`src/rtl/laser_feeder.sv`:
```
// laser_feeder: buffers a frame of 4-bit x/y points, streams it to a solver
// after the solver raises DONE, then captures the solver's result on the next
// DONE. A per-state cycle counter flags a sticky timeout if the solver stalls.
module laser_feeder #(
  parameter int unsigned NPTS    = 40,
  parameter int unsigned TIMEOUT = 32767
) (
  input  logic       CLK,
  input  logic       RST,
  input  logic       LD_EN,
  input  logic [3:0] LD_X,
  input  logic [3:0] LD_Y,
  input  logic       START,
  input  logic       DONE,
  input  logic [3:0] C1X,
  input  logic [3:0] C1Y,
  input  logic [3:0] C2X,
  input  logic [3:0] C2Y,
  output logic [3:0] X,
  output logic [3:0] Y,
  output logic       LD_FULL,
  output logic       BUSY,
  output logic [3:0] R_C1X,
  output logic [3:0] R_C1Y,
  output logic [3:0] R_C2X,
  output logic [3:0] R_C2Y,
  output logic       RES_VALID,
  output logic       TMO_ERR
);

  localparam int unsigned PW = $clog2(NPTS + 1);
  localparam int unsigned AW = (NPTS > 1) ? $clog2(NPTS) : 1;
  localparam int unsigned CW = 16;

  typedef enum logic [1:0] {S_IDLE, S_ARMED, S_SEND, S_WAIT} state_t;

  state_t          state_q;
  state_t          state_d;
  logic [PW-1:0]   wptr_q;
  logic [PW-1:0]   k_q;
  logic [CW-1:0]   cnt_q;
  logic [7:0]      frame_mem [NPTS];

  logic            ld_we;
  logic            send_first;
  logic            send_step;
  logic            capture;
  logic            tmo_fire;
  logic            cnt_clr;
  logic            tmo_hit;

  // Full flag follows the write pointer directly so START sees the pre-write value
  assign LD_FULL = (wptr_q == PW'(NPTS));
  assign tmo_hit = (cnt_q == CW'(TIMEOUT - 1));

  // State register
  always_ff @(posedge CLK) begin
    if (RST) state_q <= S_IDLE;
    else     state_q <= state_d;
  end

  // Next-state and datapath control decode; DONE outranks the timeout
  always_comb begin
    state_d    = state_q;
    ld_we      = 1'b0;
    send_first = 1'b0;
    send_step  = 1'b0;
    capture    = 1'b0;
    tmo_fire   = 1'b0;
    case (state_q)
      S_IDLE: begin
        ld_we = LD_EN && !LD_FULL;
        if (START && LD_FULL) state_d = S_ARMED;
      end
      S_ARMED: begin
        if (DONE) begin
          send_first = 1'b1;
          state_d    = S_SEND;
        end else if (tmo_hit) begin
          tmo_fire = 1'b1;
          state_d  = S_IDLE;
        end
      end
      S_SEND: begin
        if (k_q < PW'(NPTS)) send_step = 1'b1;
        else                 state_d   = S_WAIT;
      end
      S_WAIT: begin
        if (DONE) begin
          capture = 1'b1;
          state_d = S_IDLE;
        end else if (tmo_hit) begin
          tmo_fire = 1'b1;
          state_d  = S_IDLE;
        end
      end
      default: state_d = S_IDLE;
    endcase
    cnt_clr = ((state_d == S_ARMED) && (state_q != S_ARMED)) ||
              ((state_d == S_WAIT)  && (state_q != S_WAIT));
  end

  // Status outputs decoded from the state register
  always_comb begin
    BUSY = (state_q != S_IDLE);
  end

  // Frame buffer write; contents survive reset and captures
  always_ff @(posedge CLK) begin
    if (!RST && ld_we) frame_mem[AW'(wptr_q)] <= {LD_X, LD_Y};
  end

  // Pointers, cycle counter, point stream and result capture
  always_ff @(posedge CLK) begin
    if (RST) begin
      wptr_q    <= '0;
      k_q       <= '0;
      cnt_q     <= '0;
      X         <= '0;
      Y         <= '0;
      R_C1X     <= '0;
      R_C1Y     <= '0;
      R_C2X     <= '0;
      R_C2Y     <= '0;
      RES_VALID <= 1'b0;
      TMO_ERR   <= 1'b0;
    end else begin
      RES_VALID <= capture;
      X         <= '0;
      Y         <= '0;

      if (capture || tmo_fire) wptr_q <= '0;
      else if (ld_we)          wptr_q <= wptr_q + PW'(1);

      if (send_first) begin
        {X, Y} <= frame_mem[0];
        k_q    <= PW'(1);
      end else if (send_step) begin
        {X, Y} <= frame_mem[AW'(k_q)];
        k_q    <= k_q + PW'(1);
      end

      if (cnt_clr)                                        cnt_q <= '0;
      else if ((state_q == S_ARMED) || (state_q == S_WAIT)) cnt_q <= cnt_q + CW'(1);

      if (tmo_fire) TMO_ERR <= 1'b1;

      if (capture) begin
        R_C1X <= C1X;
        R_C1Y <= C1Y;
        R_C2X <= C2X;
        R_C2Y <= C2Y;
      end
    end
  end

endmodule
```
`config.mk`:
```
export PLATFORM = sky130hd
export DESIGN_NAME = laser_feeder
export DESIGN_NICKNAME = d
export VERILOG_FILES = /design/src/rtl/laser_feeder.sv
export SDC_FILE = /design/constraint.sdc
export NUM_CORES = 1
export LEC_CHECK = 0
export ABC_AREA = 0
export CAP_MARGIN = 20
export CORE_ASPECT_RATIO = 0.75
export CORE_MARGIN = 3
export CORE_UTILIZATION = 30
export DETAILED_ROUTE_END_ITERATION = 10
export PLACE_DENSITY = 0.44
export SYNTH_ARGS = -nofsm -noshare
export SYNTH_HDL_FRONTEND = slang
export SYNTH_SLANG_ARGS = --single-unit
```
`constraint.sdc`:
```
create_clock -name CLK -period 2.5 [get_ports CLK]
set_input_delay 0.25 -clock CLK [delete_from_list [all_inputs] [get_ports CLK]]
set_output_delay 0.25 -clock CLK [all_outputs]
set_load 0.005 [all_outputs]
```
After elaboration in Yosys (flattened, before gate mapping)
Memories as Yosys holds them, arrays and structs flattened.
Index checks and enable logic that the tools add are counted.
Cells by class
  add/subtract/negate cells: 3
  $mul: 0
  divide/modulo/power cells: 0
  order comparisons: 1
  equality and inequality tests: 9
  shift operators: 0
  multiplexer cells: 23
  bitwise logic cells: 0
  reduce and logical (&&, ||, !) cells: 17
Operator list (number)
  adder 16 x 1 -> 16 bit, second input constant: 1
  equality test 16 x 15 -> 1 bit, second input constant: 1
  two-way mux 4 bit: 4
  two-way mux 1 bit: 13
  adder 6 x 1 -> 6 bit, second input constant: 2
  two-way mux 2 bit: 5
  case mux 2 bit (4 select lines): 1
  OR reduction 2 bit: 4
  equality test 2 bit, second input constant: 3
  equality test 6 bit, second input constant: 1
  less-than comparator 6 bit, second input constant: 1
  logical AND 1 bit: 5
  equality test 2 x 1 -> 1 bit, second input constant: 2
  nonzero test 2 bit: 2
  logical OR 1 bit: 3
  zero test 1 bit: 2
  zero test 2 bit: 1
  inequality test 2 x 1 -> 1 bit, second input constant: 1
  inequality test 2 bit, second input constant: 1
Word-level totals
  flip-flop bits (word level): 56
  latch bits: 0
  bits in writable memories: 320
  memory bits (read-only): 0
  bits of input ports: 29
  output and inout port bits: 28
  logic and storage cells: 67
  memories: 1
Memory list
  frame_mem: depth 40, width 8, read ports 2, clocked after memory_dff 0, write ports 1, line 42  | logic [7:0] frame_mem [NPTS];

Longest topological paths before layout
Gate-level depths: netlist of run 1.
  depth in word-level cells: 8
  depth in mapped cells: 9
  gate-level depth less buffers: 7

Least setup slack after synthesis of run 1
Ideal clock, no wire load.
  path kind: register to register
  start: reg wptr_q[0]
  end: mem frame_mem[29][0], enable pin
  library setup time: 0.370 ns
  arrival time: 1.885 ns
  data required time: 2.130 ns
  setup slack: 0.245 ns
  cell stages (with the launch flop): 9
  path through: dfxtp_1 > clkbuf_1 > inv_1 > ha_1 > nand4b_1 > o21a_1 > and3_1 > nand3_1 > nor2_1
Between the ends
  cells in the longest elaborated chain, start to end: 7
RTL lines
  start, declared: line 39  | logic [PW-1:0] wptr_q;
  start signal, assigned: line 133  | else if (ld_we) wptr_q <= wptr_q + PW'(1);
  equality test 6 bit: line 53  | assign LD_FULL = (wptr_q == PW'(NPTS));
  zero test 1 bit: line 72  | ld_we = LD_EN && !LD_FULL;
  logical AND 1 bit: line 72
  two-way mux 1 bit: line 70  | case (state_q)
  logical AND 1 bit: line 110  | if (!RST && ld_we) frame_mem[AW'(wptr_q)] <= {LD_X, LD_Y};
  two-way mux 1 bit: line 110
  two-way mux 1 bit (not written as such): line 110
  end, declared: line 42
Several ways; a longest one is shown, not always the timed one.

Worst setup path in the final report of run 1
  start: reg k_q[1]
  end: reg X[0]
Between the ends
  cells in the longest elaborated chain, start to end: 5
RTL lines
  start, declared: line 40  | logic [PW-1:0] k_q;
  start signal, assigned: line 140  | k_q <= k_q + PW'(1);
  less-than comparator 6 bit: line 85  | if (k_q < PW'(NPTS)) send_step = 1'b1;
  two-way mux 1 bit: line 85
  two-way mux 1 bit: line 70
  two-way mux 4 bit (*): line 138  | end else if (send_step) begin
  two-way mux 4 bit (*): line 135  | if (send_first) begin
  end signal, assigned: line 136  | {X, Y} <= frame_mem[0];
  end signal, assigned: line 139  | {X, Y} <= frame_mem[AW'(k_q)];
  end, declared: line 19  | output logic [3:0] X,
Every way passes the cells marked *; elsewhere a longest branch is shown, timed or not.
A chain may end at the register's enable or synchronous reset.

==> run_results.csv, run 1 <==
group,metric,value,unit
global_route,grt_pass1_vias,8090,
critical_path,max_stage_delay,0.63,ns
critical_path,startpoint_type,"register",
global_route,antenna_found_initial,1,
sta,holdWs,0.304,ns
sta,min_period_over_period,93.9,%
critical_path,crit_type,"reg -> reg",
die,dieArea,51900,um^2
placed_design,dpl.hpwl,25400,um
sta,final-max-slew-violation-count,0,
power,peakVddDrop,0.506,mV
yosys,ys_async_sr_fraction,0,%
sta,slew_headroom,54.3,%
drt,firstDrtPassIters,5,
critical_path,end_kind,"register",
drt,wl,37800,um
drt,viasPerCell,4.82,
sta,setup_viol,0,
critical_path,critPathSlowestCell,"dfxtp_4",
placed_design,gp_congestion,0.771,
critical_path,path_cells,"mux4_2 > a221oi_1 > nand3_1 > o211ai_1 > a221oi_1",
run,maxCapViolCount,0,
sta,setup_tns,0,ns
sta,hold_viol,0,
final_layout,fin_nets,1039,
die,ioPinCount,57,
global_route,track_usage,14.8,%
yosys,netlist_top_cells_area,"edfxtp_1 65%, mux4_2 9.3%, dfxtp_1 7.6%",
die,dieWidth,262,um
drt,route.detailed.drc,0,
global_route,grt_max_degree,41,
yosys,yosysUniqueCellTypes,54,
clocking,cts_tree,"yes",
placed_design,portBuffers,56,
critical_path,critPathMaxFanout,19,
yosys,yosys.area.top_type,"edfxtp_1",
yosys,yosysWarnings,0,
drt,drt_iter0_markers,754,
sta,worstMarginPinSlew,0.680,ns
power,powerDensity,710,nW/um^2
final_layout,final_util,37.4,%
die,die_y,198,um
die,row_count,69,
clocking,post_cts_resized,0,
yosys,synthesis.area,14800,um^2
clocking,cts_setup_buffers,0,
critical_path,critPathTopFamily,"compound AO/OA/AOI/OAI gates",
clocking,clock_latency,0.54,ns
drt,wl_per_cell,22.6,um
clocking,cts.path.max_buffers,3,
yosys,synth_top_area_share,65.1,%
yosys,synth_seq_area_share,72.7,%
die,core,48000,um^2
clocking,path_clk_slew,0.06,ns
drt,ant_nets,0,
sta,skew,0.0181,ns
clocking,clk_root_buffer_cell,"clkbuf_16",
clocking,cts.sinks,376,
clocking,cts-buffers-inserted,39,
final_layout,drive_gt1_share,22.8,%
yosys,synth_seq_cells,376,
yosys,synth_nets,879,
drt,vias,8077,
yosys,avgSynthCellArea,17.5,um^2
run_status,status,"finished, final reports clean",
yosys,synth_commonest_cells,"320 x edfxtp_1, 88 x nor2_1, 61 x mux4_2, 56 x dfxtp_1, 46 x mux2i_1",
power,leakage,5.68,nW
global_route,overflow,0,
die,initial_core_util,30.7,%
clocking,htree_levels,2,
critical_path,crit_required,2.89,ns
sta,rsz0062_at_grt,"no",
worst_hold_path,worstHoldPathType,"in -> reg",
critical_path,crit_buf_inv,0,
critical_path,crit_top_cell,"a221oi_1",
yosys,synth_edf_count,320,
yosys,synth_flop_cell,"edfxtp_1",
clocking,cts_hold_buf,0,
yosys,syn_inst,845,
yosys,synth.most_common_cell,"edfxtp_1",
final_layout,diodes,0,
critical_path,crit_arrival,2.74,ns
sta,max_clock_freq,426,MHz
sta,fin_crit,2.35,ns
final_layout,area_growth,21.8,%
global_route,grt_pass1_wl,55900,um
-- layout make-up --
class | instances | area, um^2
fillers | 4575 | 30000
clock inverters | 19 | 185
well taps | 639 | 800
repair buffers | 161 | 1420
flip-flops and latches | 376 | 10700
clock buffers | 53 | 1060
multi-input cells | 417 | 3730
inverters | 10 | 37.5
-- where the power goes --
| group | switching [W] | internal [W] | total [W] |
|---|---|---|---|
| logic | 0.000174 | 0.0000921 | 0.000266 |
| clock network | 0.00237 | 0.00330 | 0.00567 |
| registers | 0.0000109 | 0.00681 | 0.00682 |
| total | 0.00256 | 0.0102 | 0.0128 |
-- metal layers --
| layer | track usage [%] | routed length, um |
|---|---|---|
| met5 | 0 | 11 |
| met4 | 3.35 | 626 |
| met3 | 3.13 | 1980 |
| met2 | 20.6 | 16000 |
| met1 | 23.3 | 19200 |
-- worst register-to-register path: cells and delay by family, from the launching register on --
| kind | cells | cell delay (ns) |
|---|---|---|
| multiplexers | 1 | 0.58 |
| AND/OR/NAND/NOR | 1 | 0.22 |
| flip-flops | 1 | 0.63 |
| AO/OA/AOI/OAI | 3 | 0.78 |
-- cells in the final DEF, fill, tap and decap left out, types with 22 or more instances in the layout --
cell type | synthesis | final
mux4_2 | 61 | 61
buf_4 | 7 | 99
nand2_1 | 36 | 36
clkbuf_16 | 0 | 39
edfxtp_1 | 320 | 320
dfxtp_1 | 56 | 53
a22o_1 | 22 | 22
clkdlybuf4s50_1 | 0 | 56
mux2i_1 | 46 | 46
nor2_1 | 88 | 88
-- through the flow --
| step | total power, W | instance area, um^2 | instances | setup slack, ns |
|---|---|---|---|---|
| 2_1_floorplan | 0.00702 | 14800 | 845 | 0.245 |
| 3_3_place_gp | 0.00723 | 16700 | 1603 | -0.0155 |
| 3_5_place_dp | 0.00723 | 16700 | 1603 | -0.0453 |
| 4_1_cts | 0.0130 | 18000 | 1675 | 0.157 |
| 5_1_grt | 0.0133 | 18000 | 1675 | 0.0583 |
| 6_report | 0.0128 | 18000 | 1675 | 0.153 |
-- path summary, 6_finish.rpt --
path | start | end | slack, ns | cells past startpoint
min reg2reg | TMO_ERR | TMO_ERR | 0.46 | 2
max | k_q[1] | X[0] | 0.15 | 5
max reg2reg | k_q[1] | X[0] | 0.15 | 5
min | C2X[2] | R_C2X[2] | 0.30 | 2
-- flip-flops by register name (all words and copies together), names as in the netlist --
signal     cells
TMO_ERR        1
R_C2X          4
frame_mem    320
X              4
Y              4
R_C1X          4
state_q        2
k_q            6
wptr_q         6
R_C2Y          4
cnt_q         16
RES_VALID      1
R_C1Y          4
-- cells by family (layout without fill, tap and decap cells) --
family | count (synthesis) | after routing | share of synthesized area (%)
AO/OA/AOI/OAI | 102 | 102 | 5.42
XOR/XNOR | 24 | 24 | 1.42
adder cells (fa/ha/maj) | 5 | 5 | 0.424
buffers and inverters | 52 | 243 | 1.98
flip-flops | 376 | 376 | 72.7
multiplexers | 107 | 107 | 12.4
AND/OR/NAND/NOR | 179 | 179 | 5.60
Note: power is estimated with default switching activity, not from simulation.
==> inputs of run 2 (changes only) <==
Clock period 2.5 ns to 2.2 ns, I/O delays scaled along.
==> run_results.csv, run 2 (synthesized netlist as in run 1, its figures left out) <==
group,metric,value,unit
run_status,status,"finished, final reports clean",
power,leakage,5.83,nW
global_route,track_usage,15.8,%
clocking,htree_levels,2,
drt,route.detailed.drc,0,
critical_path,crit_arrival,2.59,ns
final_layout,largest_register,"frame_mem",
worst_hold_path,hold_start,"C2X[0]",
die,ioPinCount,57,
final_layout,finalNonFillerCells,1697,
final_layout,largest_reg_flops,320,
global_route,grt_max_degree,41,
power,pwr-share-seq,54.7,%
sta,slew_headroom,60.7,%
critical_path,startpoint_type,"register",
global_route,antenna_found_initial,0,
drt,vias,8311,
final_layout,drive_gt1_share,25.0,%
drt,viasPerCell,4.90,
power,pwr-share-clk,42.7,%
critical_path,crit_top_cell,"buf_4",
die,initial_core_util,30.7,%
sta,max_clock_freq,465,MHz
final_layout,final_cell_mix,"320 x edfxtp_1, 109 x buf_4, 85 x nor2_1",
critical_path,worstReg2RegEnd,"X[1]",
placed_design,dpl.hpwl,26800,um
die,row_count,69,
global_route,grt_pass1_wl,58900,um
placed_design,portBuffers,56,
clocking,clock_latency,0.54,ns
critical_path,r2r_start,"k_q[0]",
critical_path,max_stage_delay,0.43,ns
critical_path,critPathMaxFanout,8,
power,swShare,21.2,%
clocking,cts.sinks,376,
clocking,path_clk_slew,0.06,ns
final_layout,fin_nets,1064,
critical_path,path_cells,"buf_12 > buf_4 > nor3b_1 > buf_4 > a22o_1 > a211oi_1 > o2bb2ai_1 > a221oi_2",
power,comb_power_share,2.6,%
final_layout,top_regs,"frame_mem (320), cnt_q (16)",
clocking,cts_tree,"yes",
sta,final-max-slew-violation-count,0,
global_route,grt_pass1_vias,8366,
die,core,48000,um^2
drt,firstDrtPassIters,5,
run,maxCapViolCount,0,
final_layout,area_growth,23.9,%
power,p_int,0.0112,W
worst_hold_path,worstHoldPathType,"in -> reg",
critical_path,startpoint,"k_q[0]",
power,powerDensity,775,nW/um^2
power,peakVddDrop,0.476,mV
final_layout,diodes,0,
sta,hold_viol,0,
critical_path,rrSetupSlack,0.05,ns
critical_path,crit_required,2.64,ns
die,dieWidth,262,um
placed_design,dpl.cell_count,1625,
sta,skew,0.0207,ns
sta,min_period_over_period,97.7,%
critical_path,end_kind,"register",
drt,ant_nets,0,
power,switchingPower,0.00301,W
placed_design,gp_congestion,0.816,
drt,wl,40800,um
clocking,clk_root_buffer_cell,"clkbuf_16",
clocking,cts-buffers-inserted,38,
final_layout,layout_commonest_cell,"edfxtp_1",
global_route,overflow,0,
power,total_power,0.0142,W
clocking,cts.path.max_buffers,3,
critical_path,critPathSlowestCell,"dfxtp_4",
critical_path,crit_type,"reg -> reg",
sta,fin_crit,2.15,ns
sta,rsz0062_at_grt,"no",
drt,drt_iter0_markers,934,
sta,worstMarginPinSlew,0.588,ns
die,dieArea,51900,um^2
worst_hold_path,min_path_cells,2,
worst_hold_path,hold-path-endpoint,"R_C2X[0]",
sta,setup_viol,0,
drt,wl_per_cell,24.1,um
critical_path,worstRegToRegCells,8,
die,die_y,198,um
==> run 2: cell type report <==
cell class / instances / area, um^2
clock buffers: 44 / 995
clock inverters: 24 / 148
fillers: 4501 / 29700
inverters: 10 / 37.5
multi-input cells: 417 / 3760
flip-flops and latches: 376 / 10700
well taps: 639 / 800
repair buffers: 187 / 1800
==> run 2: repair_timing <==
item / CTS / global route
setup endpoints to repair: 7 / 19
setup buffers: 3 / 1
gates resized for setup: 6 / 4
pin swaps: 2 / 3
hold buffers: 0 / 0
==> run 2: power groups by stage <==
| stage | Combinational (W) | Clock, W | Sequential (W) |
|---|---|---|---|
| floorplan | 0.0000764 | 0 | 0.00791 |
| global placement | 0.000374 | 0 | 0.00791 |
| detailed placement | 0.000371 | 0 | 0.00790 |
| CTS | 0.000371 | 0.00623 | 0.00775 |
| global route | 0.000391 | 0.00652 | 0.00775 |
| finish | 0.000366 | 0.00604 | 0.00775 |
==> run 2: per-stage QoR <==
stage / TNS (ns) / utilization (%) / setup slack, ns / hold slack, ns / instance area [um^2]
3_3_place_gp: -41.90 / 35.5 / -0.263 / 0.447 / 17000
4_1_cts: 0 / 38.0 / 0.0109 / 0.254 / 18200
5_1_grt: 0 / 38.1 / 0.00862 / 0.275 / 18300
6_report: 0 / 38.1 / 0.0505 / 0.289 / 18300
2_1_floorplan: -3.82 / - / -0.0554 / 0.319 / 14800
3_5_place_dp: -37.15 / 35.5 / -0.253 / 0.446 / 17000
==> run 2: worst max-delay path by stage <==
stage	to	slack (ns)	depth (start not counted)
after global placement	frame_mem[19][0]	-0.26	9
final	X[1]	0.05	8
after floorplan	frame_mem[29][0]	-0.06	8
after detailed placement	frame_mem[19][1]	-0.25	9
after CTS	X[0]	0.01	6
after global routing	frame_mem[36][5]	0.009	9
==> run 2: worst max-delay path, delay by kind of cell (launching register included) <==
family | cells | cell delay [ns]
AO/OA/AOI/OAI | 4 | 1.00
buffers and inverters | 3 | 0.50
flip-flops | 1 | 0.43
AND/OR/NAND/NOR | 1 | 0.14
==> run 2: per-layer routing <==
| layer | vias up | GRT usage [%] | wire length [um] |
|---|---|---|---|
| met5 | - | 0 | 0 |
| met4 | 0 | 3.39 | 648 |
| met3 | 44 | 2.67 | 2300 |
| met2 | 251 | 21.4 | 16700 |
| met1 | 4285 | 26.1 | 21200 |
| li1 | 3731 | - | - |
